## src/rtl/instruction_fetch_queue_if.sv

```systemverilog
// Instruction memory request/response bus (syn/ack handshake).
// master = fetch side, slave = memory side.
interface instruction_fetch_queue_if #(
   parameter int unsigned IWIDTH   = 32,
   parameter int unsigned PC_WIDTH = 32
);
   logic                f_o_syn;
   logic [PC_WIDTH-1:0] f_o_addr;
   logic                f_i_ack;
   logic [IWIDTH-1:0]   f_i_instr;
   logic                f_i_last;

   modport master (
      output f_o_syn,
      output f_o_addr,
      input  f_i_ack,
      input  f_i_instr,
      input  f_i_last
   );

   modport slave (
      input  f_o_syn,
      input  f_o_addr,
      output f_i_ack,
      output f_i_instr,
      output f_i_last
   );
endinterface

```

## src/rtl/instruction_fetch_queue.sv

```systemverilog
// Sequential fetch with a QDEPTH-entry prefetch queue feeding decode.
// Optional FETCH_MISALIGN_EN: misaligned redirects enqueue a flagged entry.
module instruction_fetch_queue #(
   parameter int unsigned   IWIDTH   = 32,
   parameter int unsigned   PC_WIDTH = 32,
   parameter int unsigned   QDEPTH   = 4,
   parameter logic [PC_WIDTH-1:0] RESET_PC = '0,
   parameter int unsigned   PC_STEP  = 4
) (
   input  logic                        f_clk,
   input  logic                        f_rst,
   input  logic                        f_i_ce,
   input  logic                        f_i_stall,
   input  logic                        f_i_change_pc,
   input  logic [PC_WIDTH-1:0]         f_i_pc,
   instruction_fetch_queue_if.master   mem,
   output logic [IWIDTH-1:0]           f_o_instr,
   output logic [PC_WIDTH-1:0]         f_o_pc,
   output logic                        f_o_valid,
   output logic                        f_o_ce,
`ifdef FETCH_MISALIGN_EN
   output logic                        f_o_misalign,
`endif
   output logic [$clog2(QDEPTH):0]     f_o_count
);

   localparam int AW = $clog2(QDEPTH);
   localparam int CW = AW + 1;
   localparam logic [PC_WIDTH-1:0] STEP  = PC_WIDTH'(PC_STEP);
   localparam logic [PC_WIDTH-1:0] ALIGN = PC_WIDTH'(PC_STEP - 1);

   typedef enum logic [1:0] {
      IDLE,
      REQ,
      DONE
   } state_e;

   state_e              state_q, state_d;
   logic [PC_WIDTH-1:0] fetch_pc_q, fetch_pc_d;
   logic [PC_WIDTH-1:0] addr_q, addr_d;
   logic                discard_q, discard_d;
   logic [AW-1:0]       rd_q, rd_d;
   logic [AW-1:0]       wr_q, wr_d;
   logic [CW-1:0]       cnt_q, cnt_d;

   logic [IWIDTH-1:0]   iram_q [QDEPTH];
   logic [PC_WIDTH-1:0] pram_q [QDEPTH];

   logic                ack;
   logic                push;
   logic                pop;
   logic                valid;
   logic                room;
   logic                room_next;
   logic                issue;
   logic                tgt_mis;
   logic                cur_mis;
   logic [PC_WIDTH-1:0] tgt;

`ifdef FETCH_MISALIGN_EN
   logic                mram_q [QDEPTH];

   assign tgt     = f_i_pc;
   assign tgt_mis = |(f_i_pc & ALIGN);
   assign cur_mis = |(fetch_pc_q & ALIGN);
`else
   assign tgt     = f_i_pc & ~ALIGN;
   assign tgt_mis = 1'b0;
   assign cur_mis = 1'b0;
`endif

   // Acks outside an outstanding request are stray and ignored.
   assign ack       = (state_q == REQ) & mem.f_i_ack;
   assign valid     = (cnt_q != '0);
   assign pop       = valid & ~f_i_stall & ~f_i_change_pc;
   assign push      = ack & ~discard_q & ~f_i_change_pc;
   assign room      = (cnt_q < CW'(QDEPTH));
   assign room_next = (cnt_q < CW'(QDEPTH - 1));

   always_comb begin
      state_d    = state_q;
      fetch_pc_d = fetch_pc_q;
      addr_d     = addr_q;
      discard_d  = discard_q;
      issue      = 1'b0;

      if (f_i_change_pc) begin
         fetch_pc_d = tgt;
         if ((state_q == REQ) && !mem.f_i_ack) begin
            discard_d = 1'b1;
         end else begin
            discard_d = 1'b0;
            if (tgt_mis) begin
               state_d = DONE;
            end else if (f_i_ce) begin
               issue = 1'b1;
            end else begin
               state_d = IDLE;
            end
         end
      end else begin
         unique case (state_q)
            IDLE: begin
               if (f_i_ce && room) begin
                  issue = 1'b1;
               end
            end
            REQ: begin
               if (mem.f_i_ack && discard_q) begin
                  discard_d = 1'b0;
                  if (cur_mis) begin
                     state_d = DONE;
                  end else if (f_i_ce && room) begin
                     issue = 1'b1;
                  end else begin
                     state_d = IDLE;
                  end
               end else if (mem.f_i_ack) begin
                  fetch_pc_d = fetch_pc_q + STEP;
                  if (mem.f_i_last) begin
                     state_d = DONE;
                  end else if (f_i_ce && room_next) begin
                     issue = 1'b1;
                  end else begin
                     state_d = IDLE;
                  end
               end
            end
            DONE: begin
               state_d = DONE;
            end
            default: begin
               state_d = IDLE;
            end
         endcase
      end

      if (issue) begin
         state_d = REQ;
         addr_d  = fetch_pc_d;
      end
   end

   always_comb begin
      rd_d  = rd_q;
      wr_d  = wr_q;
      cnt_d = cnt_q;
      if (f_i_change_pc) begin
         rd_d  = '0;
         wr_d  = AW'(tgt_mis);
         cnt_d = CW'(tgt_mis);
      end else begin
         if (pop) begin
            rd_d = rd_q + AW'(1);
         end
         if (push) begin
            wr_d = wr_q + AW'(1);
         end
         cnt_d = cnt_q + CW'(push) - CW'(pop);
      end
   end

   always_ff @(posedge f_clk) begin
      if (f_rst) begin
         state_q    <= IDLE;
         fetch_pc_q <= RESET_PC;
         addr_q     <= '0;
         discard_q  <= 1'b0;
         rd_q       <= '0;
         wr_q       <= '0;
         cnt_q      <= '0;
      end else begin
         state_q    <= state_d;
         fetch_pc_q <= fetch_pc_d;
         addr_q     <= addr_d;
         discard_q  <= discard_d;
         rd_q       <= rd_d;
         wr_q       <= wr_d;
         cnt_q      <= cnt_d;
      end
   end

   // Storage needs no reset: the head is masked while the queue is empty.
   always_ff @(posedge f_clk) begin
      if (push) begin
         iram_q[wr_q] <= mem.f_i_instr;
         pram_q[wr_q] <= addr_q;
`ifdef FETCH_MISALIGN_EN
         mram_q[wr_q] <= 1'b0;
      end else if (f_i_change_pc && tgt_mis) begin
         iram_q[0] <= '0;
         pram_q[0] <= f_i_pc;
         mram_q[0] <= 1'b1;
`endif
      end
   end

   assign mem.f_o_syn  = (state_q == REQ);
   assign mem.f_o_addr = addr_q;

   assign f_o_instr = valid ? iram_q[rd_q] : '0;
   assign f_o_pc    = valid ? pram_q[rd_q] : '0;
   assign f_o_valid = valid;
   assign f_o_ce    = pop;
   assign f_o_count = cnt_q;

`ifdef FETCH_MISALIGN_EN
   assign f_o_misalign = valid ? mram_q[rd_q] : 1'b0;
`endif

endmodule
```

## src/flat_wrapper.sv

```systemverilog
// flat-port wrapper written by rule: the top's interface ports become plain ports
module instruction_fetch_queue_flat 
#(
   parameter int unsigned   IWIDTH   = 32,
   parameter int unsigned   PC_WIDTH = 32,
   parameter int unsigned   QDEPTH   = 4,
   parameter logic [PC_WIDTH-1:0] RESET_PC = '0,
   parameter int unsigned   PC_STEP  = 4
)
  (f_clk, f_rst, f_i_ce, f_i_stall, f_i_change_pc, f_i_pc, f_o_instr, f_o_pc, f_o_valid, f_o_ce, f_o_count, mem_f_o_syn, mem_f_o_addr, mem_f_i_ack, mem_f_i_instr, mem_f_i_last);
  instruction_fetch_queue_if #(.IWIDTH(IWIDTH), .PC_WIDTH(PC_WIDTH)) mem_i ();
  input  logic f_clk;
  input  logic f_rst;
  input  logic f_i_ce;
  input  logic f_i_stall;
  input  logic f_i_change_pc;
  input  logic [PC_WIDTH-1:0] f_i_pc;
  output logic [IWIDTH-1:0] f_o_instr;
  output logic [PC_WIDTH-1:0] f_o_pc;
  output logic f_o_valid;
  output logic f_o_ce;
  output logic [$clog2(QDEPTH):0] f_o_count;
  output wire logic [$bits(mem_i.f_o_syn)-1:0] mem_f_o_syn;
  output wire logic [$bits(mem_i.f_o_addr)-1:0] mem_f_o_addr;
  input wire logic [$bits(mem_i.f_i_ack)-1:0] mem_f_i_ack;
  input wire logic [$bits(mem_i.f_i_instr)-1:0] mem_f_i_instr;
  input wire logic [$bits(mem_i.f_i_last)-1:0] mem_f_i_last;
  assign mem_f_o_syn = mem_i.f_o_syn;
  assign mem_f_o_addr = mem_i.f_o_addr;
  assign mem_i.f_i_ack = mem_f_i_ack;
  assign mem_i.f_i_instr = mem_f_i_instr;
  assign mem_i.f_i_last = mem_f_i_last;
  instruction_fetch_queue #(.IWIDTH(IWIDTH), .PC_WIDTH(PC_WIDTH), .QDEPTH(QDEPTH), .RESET_PC(RESET_PC), .PC_STEP(PC_STEP)) u_core (.f_clk(f_clk), .f_rst(f_rst), .f_i_ce(f_i_ce), .f_i_stall(f_i_stall), .f_i_change_pc(f_i_change_pc), .f_i_pc(f_i_pc), .mem(mem_i), .f_o_instr(f_o_instr), .f_o_pc(f_o_pc), .f_o_valid(f_o_valid), .f_o_ce(f_o_ce), .f_o_count(f_o_count));
endmodule
```

## config.mk

```make
export PLATFORM = sky130hd
export DESIGN_NAME = instruction_fetch_queue_flat
export DESIGN_NICKNAME = d
export VERILOG_FILES = /design/src/rtl/instruction_fetch_queue_if.sv /design/src/rtl/instruction_fetch_queue.sv /design/src/flat_wrapper.sv
export SDC_FILE = /design/constraint.sdc
export NUM_CORES = 1
export LEC_CHECK = 0
export CAP_MARGIN = 10
export CORE_MARGIN = 2
export CORE_UTILIZATION = 55
export DETAILED_ROUTE_END_ITERATION = 12
export PLACE_DENSITY = 0.9
export SLEW_MARGIN = 20
export SYNTH_ARGS = -nofsm -noshare
export SYNTH_HDL_FRONTEND = slang
export SYNTH_SLANG_ARGS = --single-unit
```

## constraint.sdc

```tcl
create_clock -name f_clk -period 6.1 [get_ports f_clk]
set_input_delay 0.61 -clock f_clk [delete_from_list [all_inputs] [get_ports f_clk]]
set_output_delay 0.61 -clock f_clk [all_outputs]
set_load 0.02 [all_outputs]
```

=== After elaboration in Yosys (flattened, before gate mapping) ===
Memory sizes are Yosys's and may differ from the RTL's. A register that Yosys moved wholly into a read port is not among the register bits.
Index checks and enable logic that the tools add are counted.

* Bits in registers: 74
* Bits of input ports: 71
* Output and inout port bits: 102
* Memories: 2
* Memory bits (writable): 256

* Bitwise operators: 8
* $lt $le $gt $ge: 2
* Add/subtract/negate cells: 5
* Eq/ne operators: 14
* Reductions and logical operators: 14
* Multiplexer cells: 35

{| class="wikitable"
|+ Memories
! memory !! depth !! width !! read ports !! clocked after memory_dff !! wr ports !! line !! RTL
|-
| u_core.iram_q || 4 || 32 || 1 || 1 || 1 || instruction_fetch_queue.sv:46 || <nowiki>logic [IWIDTH-1:0] iram_q [QDEPTH];</nowiki>
|-
| u_core.pram_q || 4 || 32 || 1 || 1 || 1 || instruction_fetch_queue.sv:47 || <nowiki>logic [PC_WIDTH-1:0] pram_q [QDEPTH];</nowiki>
|}

{| class="wikitable"
|+ Operators by type and width
! cell !! count
|-
| 32-bit 2-to-1 mux || 6
|-
| 32-bit by 3-bit adder with 32-bit output (second input constant) || 1
|-
| 2-bit 2-to-1 mux || 12
|-
| 1-bit 2-to-1 mux || 15
|-
| 6-bit AND reduction || 2
|-
| 5-bit by 4-bit != test with 1-bit output (second input constant) || 2
|-
| 3-bit by 2-bit != test with 1-bit output (second input constant) || 3
|-
| 2-bit != test (second input constant) || 3
|-
| 6-bit by 4-bit != test with 1-bit output (second input constant) || 1
|-
| 2-bit case mux with 3 select lines || 1
|-
| 1-bit bitwise AND || 5
|-
| 5-bit by 2-bit != test with 1-bit output (second input constant) || 1
|-
| 2-bit by 1-bit adder with 2-bit output (second input constant) || 2
|-
| 1-bit logical AND || 4
|-
| 4-bit by 2-bit != test with 1-bit output (second input constant) || 1
|-
| 4-bit != test (second input constant) || 1
|-
| 2-bit nonzero test || 2
|-
| 2-bit OR reduction || 2
|-
| 3-bit by 1-bit adder with 3-bit output || 1
|-
| 3-bit by 2-bit less-than comparator with 1-bit output (second input constant) || 1
|-
| 3-bit less-than comparator (second input constant) || 1
|-
| 1-bit inverter || 3
|-
| 3-bit nonzero test || 1
|-
| 3-bit by 1-bit subtractor with 3-bit output || 1
|-
| other kinds (6) || 6
|}

=== Logic depth before layout (Yosys ltp) ===
Gate-level depths: netlist of the first run.

* Depth in word-level cells: 10
* Mapped depth: 10
* Mapped depth without buffers: 9

=== Least setup slack after synthesis of the first run ===
OpenSTA, ideal clock, no wires.

* Path type: input-to-reg
* Start point: input f_i_change_pc
* End point: memory u_core.iram_q[0][0], enable pin
* Arrival time: 2.969 ns
* Path slack: 2.702 ns
* Library setup time: 0.429 ns
* Path buffers: 3
* Cell stages on the path: 5
* Path through: clkbuf_1 clkbuf_1 clkbuf_1 nor2_1 and2_1

* Cells in the longest elaborated chain, start to end: 4

{| class="wikitable"
|+ Ends and longest elaborated chain
! item !! line !! RTL
|-
| start: declaration || flat_wrapper.sv:16 || <nowiki>input logic f_i_change_pc;</nowiki>
|-
| 1-bit inverter || instruction_fetch_queue.sv:76 || <nowiki>assign push = ack & ~discard_q & ~f_i_change_pc;</nowiki>
|-
| 1-bit bitwise AND || instruction_fetch_queue.sv:76 ||
|-
| named net u_core.push || instruction_fetch_queue.sv:50 || <nowiki>logic push;</nowiki>
|-
| 1-bit 2-to-1 mux || instruction_fetch_queue.sv:185 || <nowiki>if (push) begin</nowiki>
|-
| 1-bit 2-to-1 mux (implied by the code) || instruction_fetch_queue.sv:186 || <nowiki>iram_q[wr_q] <= mem.f_i_instr;</nowiki>
|-
| end: declaration || instruction_fetch_queue.sv:46 ||
|}

The timed path passes the listed nets, and every way through them passes these cells.

==> flow_metrics.env, run 1 <==
export IMPL_outcome="completed"
export IMPL_clock_latency_ns=0.51
export IMPL_ys_seq_area_share_pct=69.34
export IMPL_drive_gt1_share_pct=13.92
export IMPL_core_area_um2=23610
export IMPL_initial_core_util_pct=56.24
export IMPL_cts_resized=0
export IMPL_synth_top_area_share_pct=57.89
export IMPL_holdWs_ns=0.4644
export IMPL_comb_power_share_pct=5.5
export IMPL_row_count=56
export IMPL_post_cts_buffers=0
export IMPL_worstSetupPathType="flop to output pin"
export IMPL_critPathMaxFanout=30
export IMPL_p_leak_nw=5.492
export IMPL_p_sw_mw=1.009
export IMPL_cp_endpoint="f_o_instr[18]"
export IMPL_max_cap_viol_count=0
export IMPL_globalRouteTotalUtil_pct=22.02
export IMPL_worst_slew_margin_rel_pct=26.99
export IMPL_period_share_pct=60.78
export IMPL_routed_wl_um=27490
export IMPL_finalClockSkew_ns=0.01274
export IMPL_worst_pin_slew_ns=1.085
export IMPL_seqPwrFrac_pct=52.0
export IMPL_intPower_mw=3.846
export IMPL_worst_endpoint_required_ns=5.49
export IMPL_setup_tns_ns=0
export IMPL_fill_cells=1544
export IMPL_async_reset_ff_share_pct=0
export IMPL_wl_per_cell_um=20.52
export IMPL_ff2ff_setup_slack_ns=3.16
export IMPL_vdd_ir_drop_max_uv=256.7
export IMPL_fmax_mhz=269.7
export IMPL_arrival_ns=3.10
export IMPL_design_area_um2=16420
export IMPL_hold_viol=0
export IMPL_die_w_um=159.4
export IMPL_cts_root_buf="clkbuf_16"
export IMPL_syn_area_um2=13280
export IMPL_nNetsFinal=1078
export IMPL_yosys_warnings=0
export IMPL_switching_share_pct=20.79
export IMPL_synth_area_top_cells="edfxtp_1 (58%), dfxtp_1 (11%), mux4_2 (11%)"
export IMPL_synth_distinct_cells=61
export IMPL_clockBufferDepth=3
export IMPL_grt_max_degree=66
export IMPL_start_kind="flop"
export IMPL_final_core_util_pct=69.53
export IMPL_report_final_slew_viol_count=0
export IMPL_hp_class="flop to flop"
export IMPL_yosys_area_top_type="edfxtp_1"
export IMPL_drtIter0Drc=518
export IMPL_power_density_nw_per_um2=295.7
export IMPL_drc=0
export IMPL_ff2ff_path_depth=7
export IMPL_htree_num_levels=2
export IMPL_r2r_start="u_core.state_q[1]"
export IMPL_total_power_mw=4.855
export IMPL_die_area_um2=25410
export IMPL_numCtsBuffers=34
export IMPL_synth_main_ff_cell="edfxtp_1"
export IMPL_p_clk_share_pct=42.6
export IMPL_hpwl_um=16000
export IMPL_grt_overflow=0
export IMPL_grt_pass1_wl_um=43880
export IMPL_first_pass_iters=5
export IMPL_clkSinkCount=332
export IMPL_synth_nets=910
export IMPL_num_vias=7763
export IMPL_synth_seq_cells=332
export IMPL_cts_tree="built"
export IMPL_seq_area_um2=9216
export IMPL_detail_route_antenna_nets=0
export IMPL_place_area_um2=15260
export IMPL_gp_congestion=0.8645
export IMPL_boundaryPins=173
export IMPL_viasPerCell=5.793
export IMPL_synth_avg_cell_area_um2=16.06
export IMPL_clkTransAtPathRegs_ns=0.06
export IMPL_antenna_found_initial=1
export IMPL_area_growth_pct=23.62
export IMPL_synth_edf_count=256
export IMPL_io_buffers=170
export IMPL_synth_cells=827
export IMPL_period_needed_ns=3.708
export IMPL_critPathCaptureType="output pin"
export IMPL_grt_pass1_vias=8057
export IMPL_postCtsHoldBufs=0
export IMPL_die_y_um=159.4
export IMPL_finalSetupViolations=0
export IMPL_multi_input_area_um2=3841
export IMPL_rsz0062_at_grt="no"
export IMPL_reg2reg_to="u_core.mem.f_o_addr[26]"
-- how the worst min path moves through the flow --
| stage | slack, ns | end | startpoint | cells after the start |
|---|---|---|---|---|
| floorplan | 0.43 | u_core.fetch_pc_q[0] | u_core.fetch_pc_q[0] | 1 |
| global placement | 0.44 | u_core.fetch_pc_q[1] | u_core.fetch_pc_q[1] | 1 |
| detailed placement | 0.45 | u_core.fetch_pc_q[0] | u_core.fetch_pc_q[0] | 1 |
| CTS | 0.47 | u_core.fetch_pc_q[1] | u_core.fetch_pc_q[1] | 1 |
| global route | 0.49 | u_core.fetch_pc_q[1] | u_core.fetch_pc_q[1] | 1 |
| finish | 0.46 | u_core.fetch_pc_q[1] | u_core.fetch_pc_q[1] | 1 |
-- placed cells by master, fill, tap and decap left out, drive strengths merged, types with 6 or more instances in the layout --
| cell | netlist | final |
|---|---|---|
| clkdlybuf4s50 | 0 | 170 |
| o21ai | 13 | 13 |
| clkinv | 1 | 14 |
| edfxtp | 256 | 256 |
| nor4 | 9 | 9 |
| nand2 | 34 | 34 |
| xor2 | 8 | 8 |
| a21oi | 10 | 10 |
| and2 | 75 | 75 |
| xnor2 | 6 | 6 |
| o21a | 7 | 7 |
| dfxtp | 76 | 76 |
| mux2i | 8 | 8 |
| or3 | 6 | 6 |
| nand4 | 9 | 9 |
| nand3 | 26 | 26 |
| nor2 | 41 | 41 |
| o41ai | 11 | 11 |
| mux4 | 64 | 64 |
| and3 | 8 | 8 |
| nor3 | 28 | 28 |
| inv | 14 | 16 |
| clkbuf | 30 | 42 |
| buf | 15 | 7 |
| ha | 11 | 11 |
-- Yosys cell counts, drive strengths merged, types with 8 or more instances --
library cell	count
xor2	8
nor4	9
and2	75
dfxtp	76
buf	15
nor2	41
nor3	28
nand4	9
edfxtp	256
o41ai	11
mux2i	8
mux4	64
a21oi	10
nand2	34
ha	11
o21ai	13
clkbuf	30
nand3	26
inv	14
and3	8
-- logic make-up after synthesis --
group | count (synthesis) | share of synthesized area (%)
AO/OA/AOI/OAI | 81 | 4.626
XOR/XNOR | 14 | 0.9233
adder cells (fa/ha/maj) | 12 | 1.187
AND/OR/NAND/NOR | 255 | 10.53
buffers and inverters | 60 | 1.847
multiplexers | 73 | 11.54
flip-flops | 332 | 69.34
-- metrics by stage --
step / worst slack [ns] / cells
6_report: 2.392 / 1340
5_1_grt: 2.180 / 1340
4_1_cts: 2.079 / 1338
3_5_place_dp: 2.625 / 1277
3_3_place_gp: 2.643 / 1277
2_1_floorplan: 2.702 / 827
-- worst max-delay path, cell delays in order (launching register included) --
cell,delay [ns]
dfxtp_4,0.61
buf_16,0.29
buf_4,0.39
mux4_2,0.55
and2_1,0.17
clkdlybuf4s50_1,0.54
-- layer usage --
metal  GRT usage (%)  wire length, um
met5               0                0
met4           7.810              730
met3           4.246             1811
met2           36.82            13720
met1           29.18            11230
-- state kept, by name, indices dropped and copies added, names as in the netlist, named ones only --
register and flops:
u_core.fetch_pc_q 32, u_core.mem.f_o_addr 32, u_core.f_o_count 3, u_core.iram_q 128
u_core.discard_q 1, u_core.pram_q 128, u_core.rd_q 2, u_core.wr_q 2
u_core.state_q 2
-- power groups by stage --
stage	Sequential [mW]	Combinational, mW	Clock, mW
5_1_grt	2.53	0.286	2.19
4_1_cts	2.52	0.266	2.10
3_5_place_dp	2.57	0.263	0
3_3_place_gp	2.57	0.257	0
2_1_floorplan	2.58	0.116	0
6_report	2.52	0.266	2.07
-- layout make-up --
cell class | count | share of cell area [%]
multi-input cells | 435 | 23.40
inverters | 15 | 0.3430
clock inverters | 19 | 1.044
flip-flops and latches | 332 | 56.14
repair buffers | 177 | 10.81
clock buffers | 42 | 5.823
diodes | 1 | 0.01524
well taps | 319 | 2.431
No activity file was read; power rests on OpenSTA's default activity.
==> run 2, diff against run 1 <==
Clock period 6.1 ns to 3.7 ns, I/O delays scaled along.
==> run 2 against run 1 <==
Against the previous run: final cell count is 0.97% higher; via count is 2.3% higher; critical path type unchanged; non-clock buffer count is 15 higher; clock skew is 0.0021 ns higher; sequential share of layout area is 0.38 points lower; worst setup slack worse by 1.8 ns; largest power group unchanged; worst hold slack worse by 0.0079 ns.
==> flow_metrics.env, run 2 (synthesized netlist as in run 1, its figures left out) <==
export IMPL_cts_root_buf="clkbuf_16"
export IMPL_routed_wl_um=27960
export IMPL_cts_tree="built"
export IMPL_start_kind="flop"
export IMPL_final_common_cell="edfxtp_1"
export IMPL_viasPerCell=5.871
export IMPL_critPathMaxFanout=41
export IMPL_max_cap_viol_count=0
export IMPL_area_growth_pct=24.47
export IMPL_grt_overflow=0
export IMPL_largestRegisters="u_core.iram_q x128, u_core.pram_q x128"
export IMPL_vdd_ir_drop_max_uv=330.5
export IMPL_critPathCaptureType="output pin"
export IMPL_layout_common_cells="edfxtp_1 (256), clkdlybuf4s50_1 (170), dfxtp_1 (74)"
export IMPL_nNetsFinal=1093
export IMPL_grt_pass1_vias=8119
export IMPL_first_pass_iters=5
export IMPL_clockBufferDepth=3
export IMPL_hp_class="flop to flop"
export IMPL_worst_endpoint_required_ns=3.33
export IMPL_clkSinkCount=332
export IMPL_p_leak_nw=5.549
export IMPL_globalRouteTotalUtil_pct=22.48
export IMPL_period_needed_ns=3.138
export IMPL_post_cts_buffers=0
export IMPL_comb_power_share_pct=5.7
export IMPL_antenna_found_initial=0
export IMPL_power_density_nw_per_um2=475.0
export IMPL_clkTransAtPathRegs_ns=0.06
export IMPL_die_w_um=159.4
export IMPL_worstSetupPathType="flop to output pin"
export IMPL_worst_pin_slew_ns=1.087
export IMPL_worstHoldPathCells=1
export IMPL_io_buffers=170
export IMPL_wl_per_cell_um=20.67
export IMPL_grt_pass1_wl_um=44960
export IMPL_detail_route_antenna_nets=0
export IMPL_ff2ff_path_depth=7
export IMPL_clock_latency_ns=0.50
export IMPL_outcome="completed"
export IMPL_total_power_mw=7.852
export IMPL_drc=0
export IMPL_num_vias=7944
export IMPL_die_y_um=159.4
export IMPL_report_final_slew_viol_count=0
export IMPL_postCtsHoldBufs=0
export IMPL_setup_tns_ns=0
export IMPL_row_count=56
export IMPL_p_sw_mw=1.597
export IMPL_gp_congestion=0.8774
export IMPL_finalSetupViolations=0
export IMPL_finalClockSkew_ns=0.01481
export IMPL_seqPwrFrac_pct=53.0
export IMPL_initial_core_util_pct=56.24
export IMPL_switching_share_pct=20.33
export IMPL_intPower_mw=6.255
export IMPL_rsz0062_at_grt="no"
export IMPL_drtIter0Drc=666
export IMPL_hpwl_um=17850
export IMPL_drive_gt1_share_pct=14.60
export IMPL_grt_max_degree=45
export IMPL_die_area_um2=25410
export IMPL_fmax_mhz=318.6
export IMPL_core_area_um2=23610
export IMPL_antenna_cells=0
export IMPL_boundaryPins=173
export IMPL_numCtsBuffers=34
export IMPL_arrival_ns=2.77
export IMPL_cts_resized=0
export IMPL_fill_cells=1548
export IMPL_hold_viol=0
export IMPL_htree_num_levels=2
export IMPL_worst_slew_margin_rel_pct=26.87
export IMPL_p_clk_share_pct=41.4
export IMPL_period_share_pct=84.82
-- run 2: cell type report --
cell class | instances | area [um2] | share of cell area [%]
sequential | 332 | 9216 | 55.76
tap | 319 | 399.1 | 2.415
multi-input combinational | 435 | 3841 | 23.24
timing repair buffer | 192 | 1942 | 11.75
clock inverter | 8 | 61.31 | 0.3709
inverter | 15 | 56.30 | 0.3406
clock buffer | 52 | 1013 | 6.131
-- run 2: path summary, 6_finish.rpt --
check | from | endpoint | slack, ns
max | u_core.f_o_count[2] | f_o_pc[18] | 0.56
min | u_core.fetch_pc_q[1] | u_core.fetch_pc_q[1] | 0.46
max reg2reg | u_core.state_q[1] | u_core.mem.f_o_addr[21] | 0.94
min reg2reg | u_core.fetch_pc_q[1] | u_core.fetch_pc_q[1] | 0.46
-- run 2: metrics by stage --
stage	cell area, um2	hold slack [ns]	instances	worst slack (ns)	utilization [%]
floorplan	13280	0.4283	827	0.4448	-
global placement	15450	0.4417	1293	0.8229	65.45
detailed placement	15450	0.4467	1293	0.7769	65.45
CTS	16530	0.4577	1353	0.4814	70.00
global route	16530	0.4684	1353	0.3969	70.00
finish	16530	0.4565	1353	0.5616	70.00
-- run 2: power by group through the flow --
stage                     Sequential (mW)  Combinational [mW]  Clock [mW]
after floorplan                      4.25               0.191           0
after global placement               4.23               0.431           0
after detailed placement             4.24               0.441           0
after CTS                            4.16               0.445        3.32
after global routing                 4.17               0.479        3.47
final                                4.16               0.444        3.25
-- run 2: per-layer routing --
| metal | GRT usage [%] | up-vias | part of all wire (%) |
|---|---|---|---|
| met4 | 5.909 | 0 | 2.2 |
| met3 | 4.011 | 49 | 5.6 |
| met1 | 30.27 | 4004 | 42 |
| li1 | - | 3588 | - |
| met2 | 38.28 | 303 | 50 |
| met5 | 0 | - | 0 |
-- run 2: worst max-delay path: stages, from the launching register on --
cell and delay, ns:
dfxtp_1 0.33, or3_2 0.75, buf_4 0.38, and2_1 0.19, clkdlybuf4s50_1 0.57
